[src/rtl/song_sequencer_if.sv]
// ------------------------------------------------------------------
// song_sequencer_if: play controls, song ROM and note-player bundle
// Rev 1.0
// ------------------------------------------------------------------
`default_nettype none

interface song_sequencer_if #(
  parameter int SONG_BITS  = 2,
  parameter int IDX_BITS   = 5,
  parameter int NUM_VOICES = 3
);
  logic                          play;
  logic [SONG_BITS-1:0]          song;
  logic                          beat;
  logic [SONG_BITS+IDX_BITS-1:0] rom_addr;
  logic [15:0]                   rom_dout;
  logic [NUM_VOICES-1:0]         voice_busy;
  logic [NUM_VOICES-1:0]         note_load;
  logic [5:0]                    note;
  logic [5:0]                    duration;
  logic [2:0]                    meta;
  logic                          playing;
  logic                          song_done;

  modport master (
    input  play, song, beat, rom_dout, voice_busy,
    output rom_addr, note_load, note, duration, meta, playing, song_done
  );

  modport slave (
    output play, song, beat, rom_dout, voice_busy,
    input  rom_addr, note_load, note, duration, meta, playing, song_done
  );
endinterface

`default_nettype wire

[src/rtl/song_sequencer.sv]
// ------------------------------------------------------------------
// song_sequencer: song ROM playback, note dispatch and beat timing
// Rev 1.0
// ------------------------------------------------------------------
`default_nettype none

module song_sequencer #(
  parameter int SONG_BITS  = 2,
  parameter int IDX_BITS   = 5,
  parameter int NUM_VOICES = 3
) (
  input  wire logic          clk,
  input  wire logic          reset,
  song_sequencer_if.master   bus
);

  localparam int c_ptr_bits = (NUM_VOICES > 1) ? $clog2(NUM_VOICES) : 1;
  localparam logic [c_ptr_bits-1:0] c_last_voice = c_ptr_bits'(NUM_VOICES - 1);

  typedef enum logic [2:0] {
    ST_IDLE   = 3'd0,
    ST_FETCH  = 3'd1,
    ST_DECODE = 3'd2,
    ST_WAIT   = 3'd3,
    ST_DONE   = 3'd4
  } state_t;

  state_t                 state_q, state_d;
  logic [SONG_BITS-1:0]   song_q, song_d;
  logic [IDX_BITS-1:0]    idx_q, idx_d;
  logic [c_ptr_bits-1:0]  steal_ptr_q, steal_ptr_d;
  logic [5:0]             cnt_q, cnt_d;
  logic [5:0]             note_q, note_d;
  logic [5:0]             dur_q, dur_d;
  logic [2:0]             meta_q, meta_d;
  logic                   done_q, done_d;

  logic                   w_wait_flag;
  logic [5:0]             w_note;
  logic [5:0]             w_dur;
  logic [2:0]             w_meta;
  logic                   w_song_changed;
  logic                   w_last_idx;
  logic                   w_free_found;
  logic [c_ptr_bits-1:0]  w_free_idx;
  logic [c_ptr_bits-1:0]  w_sel_idx;
  logic [NUM_VOICES-1:0]  w_onehot;
  logic                   w_load;

  assign w_wait_flag    = bus.rom_dout[15];
  assign w_note         = bus.rom_dout[14:9];
  assign w_dur          = bus.rom_dout[8:3];
  assign w_meta         = bus.rom_dout[2:0];
  assign w_song_changed = (bus.song != song_q);
  assign w_last_idx     = (idx_q == {IDX_BITS{1'b1}});

  // Scan from the top down so the lowest idle voice wins.
  always_comb begin
    w_free_found = 1'b0;
    w_free_idx   = '0;
    for (int v = NUM_VOICES - 1; v >= 0; v--) begin
      if (!bus.voice_busy[v]) begin
        w_free_found = 1'b1;
        w_free_idx   = v[c_ptr_bits-1:0];
      end
    end
  end

  assign w_sel_idx = w_free_found ? w_free_idx : steal_ptr_q;

  always_comb begin
    w_onehot = '0;
    for (int v = 0; v < NUM_VOICES; v++) begin
      w_onehot[v] = (w_sel_idx == v[c_ptr_bits-1:0]);
    end
  end

  always_comb begin
    state_d     = state_q;
    song_d      = song_q;
    idx_d       = idx_q;
    steal_ptr_d = steal_ptr_q;
    cnt_d       = cnt_q;
    note_d      = note_q;
    dur_d       = dur_q;
    meta_d      = meta_q;
    w_load      = 1'b0;

    case (state_q)
      ST_IDLE: begin
        if (bus.play) begin
          song_d  = bus.song;
          idx_d   = '0;
          state_d = ST_FETCH;
        end
      end

      ST_FETCH: begin
        if (w_song_changed) begin
          state_d = ST_IDLE;
        end else if (bus.play) begin
          state_d = ST_DECODE;
        end
      end

      ST_DECODE: begin
        if (w_song_changed) begin
          state_d = ST_IDLE;
        end else if (w_wait_flag) begin
          if (w_dur != 6'd0) begin
            cnt_d   = w_dur;
            state_d = ST_WAIT;
          end else begin
            state_d = ST_DONE;
          end
        end else begin
          if ((w_note != 6'd0) && (w_dur != 6'd0)) begin
            w_load = 1'b1;
            note_d = w_note;
            dur_d  = w_dur;
            meta_d = w_meta;
            if (!w_free_found) begin
              steal_ptr_d = (steal_ptr_q == c_last_voice) ? '0 : steal_ptr_q + 1'b1;
            end
          end
          if (w_last_idx) begin
            state_d = ST_DONE;
          end else begin
            idx_d   = idx_q + 1'b1;
            state_d = ST_FETCH;
          end
        end
      end

      ST_WAIT: begin
        if (w_song_changed) begin
          state_d = ST_IDLE;
        end else if (bus.beat && bus.play) begin
          cnt_d = cnt_q - 6'd1;
          if (cnt_q == 6'd1) begin
            if (w_last_idx) begin
              state_d = ST_DONE;
            end else begin
              idx_d   = idx_q + 1'b1;
              state_d = ST_FETCH;
            end
          end
        end
      end

      ST_DONE: begin
        if (!bus.play || w_song_changed) begin
          state_d = ST_IDLE;
        end
      end

      default: state_d = ST_IDLE;
    endcase

    done_d = (state_d == ST_DONE) && (state_q != ST_DONE);
  end

  always_ff @(posedge clk or posedge reset) begin
    if (reset) begin
      state_q     <= ST_IDLE;
      song_q      <= '0;
      idx_q       <= '0;
      steal_ptr_q <= '0;
      cnt_q       <= '0;
      note_q      <= '0;
      dur_q       <= '0;
      meta_q      <= '0;
      done_q      <= 1'b0;
    end else begin
      state_q     <= state_d;
      song_q      <= song_d;
      idx_q       <= idx_d;
      steal_ptr_q <= steal_ptr_d;
      cnt_q       <= cnt_d;
      note_q      <= note_d;
      dur_q       <= dur_d;
      meta_q      <= meta_d;
      done_q      <= done_d;
    end
  end

  // Fields come straight from the ROM on a load cycle and hold afterwards.
  assign bus.rom_addr  = {song_q, idx_q};
  assign bus.note_load = w_load ? w_onehot : '0;
  assign bus.note      = note_d;
  assign bus.duration  = dur_d;
  assign bus.meta      = meta_d;
  assign bus.playing   = (state_q == ST_FETCH) || (state_q == ST_DECODE) || (state_q == ST_WAIT);
  assign bus.song_done = done_q;

endmodule

`default_nettype wire
[src/flat_wrapper.sv]
// flat-port wrapper written by rule: the top's interface ports become plain ports
module song_sequencer_flat 
#(
  parameter int SONG_BITS  = 2,
  parameter int IDX_BITS   = 5,
  parameter int NUM_VOICES = 3
)
  (clk, reset, bus_play, bus_song, bus_beat, bus_rom_dout, bus_voice_busy, bus_rom_addr, bus_note_load, bus_note, bus_duration, bus_meta, bus_playing, bus_song_done);
  song_sequencer_if #(.SONG_BITS(SONG_BITS), .IDX_BITS(IDX_BITS), .NUM_VOICES(NUM_VOICES)) bus_i ();
  input  wire logic clk;
  input  wire logic reset;
  input wire logic [$bits(bus_i.play)-1:0] bus_play;
  input wire logic [$bits(bus_i.song)-1:0] bus_song;
  input wire logic [$bits(bus_i.beat)-1:0] bus_beat;
  input wire logic [$bits(bus_i.rom_dout)-1:0] bus_rom_dout;
  input wire logic [$bits(bus_i.voice_busy)-1:0] bus_voice_busy;
  output wire logic [$bits(bus_i.rom_addr)-1:0] bus_rom_addr;
  output wire logic [$bits(bus_i.note_load)-1:0] bus_note_load;
  output wire logic [$bits(bus_i.note)-1:0] bus_note;
  output wire logic [$bits(bus_i.duration)-1:0] bus_duration;
  output wire logic [$bits(bus_i.meta)-1:0] bus_meta;
  output wire logic [$bits(bus_i.playing)-1:0] bus_playing;
  output wire logic [$bits(bus_i.song_done)-1:0] bus_song_done;
  assign bus_i.play = bus_play;
  assign bus_i.song = bus_song;
  assign bus_i.beat = bus_beat;
  assign bus_i.rom_dout = bus_rom_dout;
  assign bus_i.voice_busy = bus_voice_busy;
  assign bus_rom_addr = bus_i.rom_addr;
  assign bus_note_load = bus_i.note_load;
  assign bus_note = bus_i.note;
  assign bus_duration = bus_i.duration;
  assign bus_meta = bus_i.meta;
  assign bus_playing = bus_i.playing;
  assign bus_song_done = bus_i.song_done;
  song_sequencer #(.SONG_BITS(SONG_BITS), .IDX_BITS(IDX_BITS), .NUM_VOICES(NUM_VOICES)) u_core (.clk(clk), .reset(reset), .bus(bus_i));
endmodule
[config.mk]
export PLATFORM = sky130hd
export DESIGN_NAME = song_sequencer_flat
export DESIGN_NICKNAME = d
export VERILOG_FILES = /design/src/rtl/song_sequencer_if.sv /design/src/rtl/song_sequencer.sv /design/src/flat_wrapper.sv
export SDC_FILE = /design/constraint.sdc
export NUM_CORES = 1
export LEC_CHECK = 0
export BUFFER_PORTS_ARGS = -buffer_cell sky130_fd_sc_hd__buf_2
export CORE_ASPECT_RATIO = 2
export CORE_UTILIZATION = 51
export DETAILED_ROUTE_END_ITERATION = 7
export PLACE_DENSITY = 0.86
export SLEW_MARGIN = 20
export SYNTH_ARGS = -nofsm -noshare
export SYNTH_HDL_FRONTEND = slang
export SYNTH_SLANG_ARGS = --single-unit
[constraint.sdc]
create_clock -name clk -period 2.6 [get_ports clk]
set_input_delay 0.13 -clock clk [delete_from_list [all_inputs] [get_ports clk]]
set_output_delay 0.13 -clock clk [all_outputs]
set_load 0.005 [all_outputs]
==> results of run 1 <==
[logic make-up after synthesis]
| kind of cell | after synthesis |
|---|---|
| muxes | 23 |
| adders and majority gates | 4 |
| DFF | 34 |
| buffers and inverters | 16 |
| AOI/OAI and AO/OA | 38 |
| xor gates and xnor gates | 2 |
| and+or+nand+nor | 63 |
[stage by stage]
stage / instances / hold WS, ps / setup slack [ps] / power (mW) / area, µm²
floorplan: 180 / 271.6 / 535.7 / 1.146 / 1846
global placement: 276 / 243.1 / 405.5 / 1.345 / 2155
detailed placement: 276 / 247.0 / 361.9 / 1.373 / 2155
CTS: 284 / 87.58 / 349.9 / 1.737 / 2241
global route: 284 / 92.33 / 229.6 / 1.832 / 2241
finish: 284 / 92.21 / 324.6 / 1.729 / 2241
[report_power, final]
part           switching (mW)  internal, mW  leakage, nW
clock                   0.179         0.184       0.0383
sequential              0.105         0.655        0.453
combinational           0.304         0.302        0.659
[layout make-up]
| type | instances | area share |
|---|---|---|
| flip-flops and latches | 34 | 0.3797 |
| clock buffers | 7 | 0.03406 |
| repair buffers | 55 | 0.1284 |
| inverters | 10 | 0.01675 |
| well taps | 48 | 0.02680 |
| multi-input cells | 130 | 0.4143 |
[flip-flops by register name (all words and copies together), names as in the netlist]
name and count:
u_core.state_q 3, u_core.song_q 2, u_core.steal_ptr_q 2, u_core.note_q 6, u_core.meta_q 3, u_core.bus.song_done 1
u_core.cnt_q 6, u_core.dur_q 6, u_core.idx_q 5
[layer usage]
layer	vias up	GRT usage	wire length, µm
met5	-	0	0
met4	0	0.1267	134
met3	12	0.05602	149
met2	45	0.4492	2497
met1	766	0.2390	1460
li1	750	-	-
[cells in the final DEF (no fill, tap or decap), types with 5 or more instances in the layout]
master,count
nand2_1,12
a21oi_1,13
mux2_2,19
buf_2,51
o21ai_0,10
clkbuf_8,5
dfrtp_1,34
nor2_1,18
inv_1,10
[repair_timing]
item	in CTS	in global routing
hold buffers	1	0
setup endpoints to repair	0	0
hold endpoints to repair	34	0
[how the worst max path moves through the flow]
| stage | start | cells past startpoint | to |
|---|---|---|---|
| after global placement | u_core.idx_q[0] | 8 | u_core.idx_q[0] |
| after detailed placement | u_core.idx_q[0] | 8 | u_core.idx_q[0] |
| after CTS | u_core.idx_q[0] | 8 | u_core.idx_q[0] |
| final | u_core.idx_q[0] | 8 | u_core.idx_q[0] |
| after floorplan | u_core.idx_q[0] | 8 | u_core.idx_q[0] |
| after global routing | u_core.state_q[2] | 6 | bus_note_load[2] |
==> impl_metrics.yaml, run 1 <==
grt:
  grt_start_max_net_pins: 35
  first_global_vias: 1639
  grt_pass1_wl_mm: 6.886
  antenna_found_initial: 0
  grtUsageTotal: 0.2443
  globalRouteOverflowTotal: 0
synthesis:
  ys.flop_type: "dfrtp_1"
  yosys.area.top_type: "dfrtp_1"
  ys_async_sr_fraction: 1.000
  synth_warnings: 0
  syn_nets: 209
  synth_edf_count: 0
  yosysSeqAreaShare: 0.4610
  syn_inst: 180
  avgSynthCellArea_um2: 10.25
  netlist_area_mm2: 0.001846
  synth_top_family_by_area: "simple AND/OR/NAND/NOR gates"
  synth_compound_area_frac: 0.1261
  synth_xor_area_frac: 0.009492
  ys_ff_latch: 34
  yosys.area.top_type_share: 0.4610
  yosys.cell_types.count: 46
  synth-adder-area-share: 0.02712
  synthSimpleGateAreaFrac: 0.1973
  post-synth-top-count-cell: "dfrtp_1"
  synth_top_cells_by_area: "dfrtp_1 46%, mux2_2 12%, nor2_1 3.7%"
  synthMuxAreaShare: 0.1431
  netlist_top_cells_count: "34 x dfrtp_1, 19 x mux2_2, 18 x nor2_1, 13 x a21oi_1, 12 x nand2_1"
worst_setup_path:
  path_cells: "ha_1, and3_1, ha_1, inv_1, o211ai_1, a21oi_1, and2_4, mux2_2"
  worstReg2RegEnd: "u_core.idx_q[0]"
  rrSetupSlack_ps: 320
  cpPeakStageDelay_ps: 420
  reg2regPathDepth: 8
  crit_type: "flop to flop"
  crit_top_cell: "ha_1"
  setup.worst_path.end_class: "flop"
  worstPathRequired_ps: 2770
  crit_fanout: 5
  start_kind: "flop"
  rr_startpoint: "u_core.idx_q[0]"
  crit_arrival_ps: 2450
  path_buf_inv: 1
  cp_top_family: "simple AND/OR/NAND/NOR gates"
  crit_slowest_cell: "dfrtp_1"
finish:
  final_nets: 265
  final_util: 0.6560
  layout-drive-gt1-share: 0.3771
  fillCellCount: 278
  multiInputGateArea_um2: 928.4
  ff_latch_area_um2: 850.8
  num_antenna_cells: 0
  syn2layout_area_growth_pct: 21.42
route:
  drcViolationCount: 0
  dr.pass1.iters: 4
  drt-total-wl_mm: 4.241
  dr.first_iter.drc_count: 33
  ant_nets: 0
  num_vias: 1573
  wl_per_cell_um: 14.93
  routed_via_density: 5.539
pwr:
  p_leak_nw: 1.150
  p_per_area_mw_per_mm2: 771.4
  worst_ir_drop_vdd_mv: 0.5629
clocking:
  cts_buffer_depth: 2
  cts_sinks: 34
  cts_tree: "done"
  root_buffer: "clkbuf_8"
  clock_latency_ps: 280
  path_clk_slew_ps: 70
  cts_max_level: 2
  cts_resized: 0
  cts_buffers: 5
  postCtsSetupBuffers: 0
sta:
  setup_viol: 0
  fmax_mhz: 439.5
  rsz0062_at_grt: "false"
  maxSlewViolCount: 0
  fin_tns_setup_ps: 0
  finalCriticalPeriod_ps: 2275
  max-slew-margin-rel: 0.6712
  skew_ps: 6.102
  finalCritPeriodShare: 0.8751
  worstMarginPinSlew_ps: 488.7
  hold_viol: 0
hold_path:
  min_path_cells: 2
  hp-start: "bus_rom_dout[2]"
  min_to: "u_core.meta_q[2]"
  hold_class: "input port to flop"
die:
  fp.dieW_um: 44.54
  die_height_um: 87.07
  core_area_mm2: 0.003416
  dieArea_mm2: 0.003878
  start_util: 0.5403
  io_pins: 52
  core.rowCount: 30
placed_design:
  dp_hpwl_mm: 3.140
  port_buffers: 51
  place_congestion: 0.8603
run:
  drv_cap: 0
run_status:
  status: "finished, final reports clean"
Power figures use the tool's default switching activity.
==> run 2, diff against run 1 <==
--- a/config.mk
+++ b/config.mk
@@ -9,7 +9,7 @@
 export CORE_ASPECT_RATIO = 2
 export CORE_UTILIZATION = 51
 export DETAILED_ROUTE_END_ITERATION = 7
-export PLACE_DENSITY = 0.86
+export PLACE_DENSITY = 0.77
 export SLEW_MARGIN = 20
 export SYNTH_ARGS = -nofsm -noshare
 export SYNTH_HDL_FRONTEND = slang
==> impl_metrics.yaml, run 2 (synthesized netlist as in run 1, its figures left out) <==
run_status:
  status: "finished, final reports clean"
worst_setup_path:
  crit_fanout: 18
  crit_slowest_cell: "nand4b_4"
  path_cells: "xnor2_1, nand2_1, nand4b_4, or2_2, a21oi_1, buf_2"
  worstPathRequired_ps: 2470
  crit_arrival_ps: 2090
  start_kind: "flop"
  reg2regPathDepth: 8
  crit_type: "flop to output port"
  setup.worst_path.end_class: "output port"
  cpPeakStageDelay_ps: 420
hold_path:
  min_path_cells: 2
  hold_class: "input port to flop"
finish:
  layout_common_cells: "51 x buf_2, 34 x dfrtp_1, 19 x mux2_2"
  syn2layout_area_growth_pct: 22.24
  reg_top3: "u_core.cnt_q (6), u_core.dur_q (6), u_core.note_q (6)"
  final_nets: 265
  layout.cells.most_common: "buf_2"
  final_util: 0.6604
  ff_latch_area_um2: 850.8
  fillCellCount: 295
  num_antenna_cells: 0
  multiInputGateArea_um2: 928.4
  layout-drive-gt1-share: 0.3840
grt:
  grt_start_max_net_pins: 35
  first_global_vias: 1486
  globalRouteOverflowTotal: 0
  grtUsageTotal: 0.2248
  grt_pass1_wl_mm: 6.334
  antenna_found_initial: 0
clocking:
  cts_max_level: 2
  path_clk_slew_ps: 70
  cts_tree: "done"
  cts_resized: 0
  root_buffer: "clkbuf_8"
  cts_buffers: 5
  cts_buffer_depth: 2
  clock_latency_ps: 280
  cts_sinks: 34
route:
  dr.first_iter.drc_count: 61
  wl_per_cell_um: 14.38
  ant_nets: 0
  dr.pass1.iters: 4
  drt-total-wl_mm: 4.097
  routed_via_density: 5.523
  num_vias: 1574
  drcViolationCount: 0
run:
  drv_cap: 0
die:
  dieArea_mm2: 0.003878
  io_pins: 52
  start_util: 0.5403
  core.rowCount: 30
  die_height_um: 87.07
  core_area_mm2: 0.003416
  fp.dieW_um: 44.54
placed_design:
  dp_hpwl_mm: 3.190
  place_congestion: 0.8981
  port_buffers: 51
  place_ws_ps: 559.3
sta:
  fin_tns_setup_ps: 0
  setup_slack_ps: 379.2
  finalCritPeriodShare: 0.8542
  skew_ps: 3.332
  hold_viol: 0
  maxSlewViolCount: 0
  setup_viol: 0
  rsz0062_at_grt: "false"
  fmax_mhz: 450.3
  max-slew-margin-rel: 0.6519
  worstMarginPinSlew_ps: 517.4
  finalCriticalPeriod_ps: 2221
pwr:
  p_per_area_mw_per_mm2: 774.8
  worst_ir_drop_vdd_mv: 0.5722
  p_leak_nw: 1.161
==> run 2: changes by cell type in the layout (fill, tap and decap cells not counted) <==
cell,delta
clkbuf_8,+1
clkinv_2,+1
clkbuf_1,-1
==> run 2: worst paths after layout <==
kind                                       start                end  slack [ps]
worst max-delay path            u_core.song_q[0]   bus_note_load[1]         380
worst min-delay path             bus_rom_dout[0]   u_core.meta_q[0]          90
worst max register to register   u_core.idx_q[0]    u_core.idx_q[0]         530
worst min register to register  u_core.note_q[5]   u_core.note_q[5]         490
max in group asynchronous                  reset    u_core.idx_q[1]        1800
min in group asynchronous                  reset  u_core.state_q[2]         500
==> run 2: area by class of cell <==
type	count	share of cell area
clock inverter	1	0.002219
multi-input combinational	130	0.4115
tap	48	0.02662
clock buffer	7	0.03827
sequential	34	0.3771
inverter	10	0.01664
timing repair buffer	55	0.1276
==> run 2: metal layers <==
layer  vias to the layer above  global-route usage  wire length, µm
met3                        10             0.03734              161
met2                        48              0.4305             2343
met5                         -                   0                0
met1                       767              0.2136             1504
met4                         0              0.1129               87
li1                        749                   -                -
==> run 2: metrics by stage <==
| step | total power, mW | hold WS, ps | area, µm² | cells |
|---|---|---|---|---|
| 2_1_floorplan | 1.146 | 271.6 | 1846 | 180 |
| 5_1_grt | 1.853 | 97.11 | 2256 | 285 |
| 4_1_cts | 1.760 | 90.13 | 2256 | 285 |
| 6_report | 1.748 | 90.59 | 2256 | 285 |
| 3_3_place_gp | 1.344 | 240.8 | 2155 | 276 |
| 3_5_place_dp | 1.359 | 245.7 | 2155 | 276 |
==> run 2: report_power, final <==
| part | internal [mW] | switching [mW] |
|---|---|---|
| sequential | 0.654 | 0.103 |
| combinational | 0.299 | 0.298 |
| clock | 0.213 | 0.180 |
| total | 1.17 | 0.581 |
==> run 2: critical path, delay by kind of cell, from the launching register on <==
kind / cells / cell delay [ps]
AOI/OAI and AO/OA: 1 / 110
and+or+nand+nor: 3 / 1010
DFF: 1 / 400
xor gates and xnor gates: 1 / 160
buffers and inverters: 1 / 120
==> run 2: what timing repair did <==
item / CTS / global route
setup buffers: 0 / 0
hold buffers: 1 / 0
endpoints found under the hold margin: 34 / 0
==> run 3, diff against run 2 <==
--- a/config.mk
+++ b/config.mk
@@ -5,6 +5,7 @@
 export SDC_FILE = /design/constraint.sdc
 export NUM_CORES = 1
 export LEC_CHECK = 0
+export ABC_AREA = 1
 export BUFFER_PORTS_ARGS = -buffer_cell sky130_fd_sc_hd__buf_2
 export CORE_ASPECT_RATIO = 2
 export CORE_UTILIZATION = 51
==> impl_metrics.yaml, run 3 <==
finish:
  final_nets: 369
  layout-drive-gt1-share: 0.2199
  layout_common_cells: "117 x nand2_1, 51 x buf_2, 34 x dfrtp_1"
  syn2layout_area_growth_pct: 20.33
  layout.cells.most_common: "nand2_1"
  num_antenna_cells: 0
  fillCellCount: 353
  reg_top3: "u_core.cnt_q (6), u_core.dur_q (6), u_core.note_q (6)"
  final_util: 0.6472
  final_area_mm2: 0.002385
synthesis:
  yosysSeqAreaShare: 0.4293
  synth_edf_count: 0
  netlist_top_cells_count: "117 x nand2_1, 34 x dfrtp_1, 26 x nand3_1, 25 x inv_1, 24 x nor2_1"
  syn_nets: 313
  ys_async_sr_fraction: 1.000
  netlist_area_mm2: 0.001982
  ys_ff_latch: 34
  yosys.area.top_type: "dfrtp_1"
  syn_inst: 284
  post-synth-top-count-cell: "nand2_1"
  ys.flop_type: "dfrtp_1"
  synth_top_cells_by_area: "dfrtp_1 43%, nand2_1 22%, nand3_1 6.6%"
  yosys.area.top_type_share: 0.4293
  synth_warnings: 0
  yosys.cell_types.count: 27
  avgSynthCellArea_um2: 6.979
sta:
  fmax_mhz: 445.1
  rsz0062_at_grt: "false"
  skew_ps: 3.643
  hold_viol: 0
  setup_viol: 0
  fin_tns_setup_ps: 0
  finalCritPeriodShare: 0.8641
  worstMarginPinSlew_ps: 692.9
  max-slew-margin-rel: 0.5370
  setup_slack_ps: 353.4
  maxSlewViolCount: 0
  finalCriticalPeriod_ps: 2247
hold_path:
  min_to: "u_core.meta_q[0]"
  min_path_cells: 3
  hp-start: "bus_rom_dout[0]"
  hold_class: "input port to flop"
placed_design:
  place_ws_ps: 433.6
  place_area_mm2: 0.002283
  place_congestion: 0.8541
  dp_hpwl_mm: 3.670
  port_buffers: 51
route:
  ant_nets: 0
  dr.pass1.iters: 4
  drcViolationCount: 0
  dr.first_iter.drc_count: 34
  drt-total-wl_mm: 4.637
  num_vias: 1922
  wl_per_cell_um: 11.89
  routed_via_density: 4.928
worst_setup_path:
  reg2regPathDepth: 8
  crit_fanout: 23
  setup.worst_path.end_class: "output port"
  rrSetupSlack_ps: 820
  worstPathRequired_ps: 2470
  crit_type: "flop to output port"
  rr_startpoint: "u_core.song_q[1]"
  start_kind: "flop"
  crit_arrival_ps: 2120
  worstReg2RegEnd: "u_core.note_q[5]"
die:
  fp.dieW_um: 46.08
  core.rowCount: 31
  die_height_um: 90.16
  core_area_mm2: 0.003685
  dieArea_mm2: 0.004155
  io_pins: 52
  start_util: 0.5379
pwr:
  worst_ir_drop_vdd_mv: 0.5035
  p_leak_nw: 1.389
  p_per_area_mw_per_mm2: 654.4
clocking:
  cts_buffers: 5
  cts_tree: "done"
  postCtsHoldBufs: 1
  cts_sinks: 34
  cts_max_level: 2
  postCtsSetupBuffers: 0
  clock_latency_ps: 290
  cts_buffer_depth: 2
  root_buffer: "clkbuf_8"
  cts_resized: 0
  path_clk_slew_ps: 70
run_status:
  status: "finished, final reports clean"
run:
  drv_cap: 0
grt:
  antenna_found_initial: 0
  first_global_vias: 1920
  grt_pass1_wl_mm: 7.797
  grt_start_max_net_pins: 35
  globalRouteOverflowTotal: 0
  grtUsageTotal: 0.2562
run 3: worst max-delay path, stage by stage (launching register included):
cell and delay, ps:
dfrtp_1 430, inv_2 70, nand2_1 50, nand2_1 70, nand2_2 110, nor3_2 160, nand2_1 450, o21ai_1 340
buf_2 150
run 3: kinds of logic after synthesis:
logic type | count (synthesis) | synth area share
and+or+nand+nor | 186 | 0.4034
buffers and inverters | 35 | 0.07197
AOI/OAI and AO/OA | 24 | 0.06565
adders and majority gates | 4 | 0.02525
DFF | 34 | 0.4293
xor gates and xnor gates | 1 | 0.004420
run 3: worst max-delay path by stage:
stage,from,endpoint,slack [ps],cells past startpoint
2_1_floorplan,u_core.idx_q[0],u_core.bus.song_done,1010,9
3_3_place_gp,bus_rom_dout[12],bus_duration[5],530,8
3_5_place_dp,bus_rom_dout[7],bus_duration[0],430,8
4_1_cts,u_core.song_q[1],bus_duration[0],340,8
5_1_grt,bus_rom_dout[7],bus_duration[0],100,8
6_report,u_core.song_q[1],bus_duration[5],350,8
run 3: metrics by stage:
step                      instances  hold WS [ps]  power (mW)
final                           390         94.85       1.561
after global routing            390         123.2       1.670
after CTS                       390         89.49       1.576
after detailed placement        381         254.4       1.167
after global placement          381         258.1       1.154
after floorplan                 284         271.6       1.007
run 3: metal layers:
| layer | GRT usage | vias to the layer above | share of wire |
|---|---|---|---|
| li1 | - | 1004 | - |
| met1 | 0.2351 | 869 | 0.38 |
| met5 | 0 | - | 0 |
| met4 | 0.1103 | 0 | 0.020 |
| met2 | 0.4871 | 42 | 0.57 |
| met3 | 0.04618 | 7 | 0.030 |
run 3: final cells by class:
cell class,instances,area (µm²),area share
Clock buffer,7,86.33,0.03620
Tap cell,49,61.31,0.02571
Sequential cell,34,850.8,0.3568
Multi-Input combinational cell,215,988.4,0.4145
Timing Repair Buffer,54,280.3,0.1175
Inverter,30,112.6,0.04722
Clock inverter,1,5.005,0.002099
run 3: where the power goes:
group | total [mW] | internal (mW) | switching (mW)
clock network | 0.402 | 0.213 | 0.189
registers | 0.690 | 0.618 | 0.0715
logic | 0.468 | 0.186 | 0.283
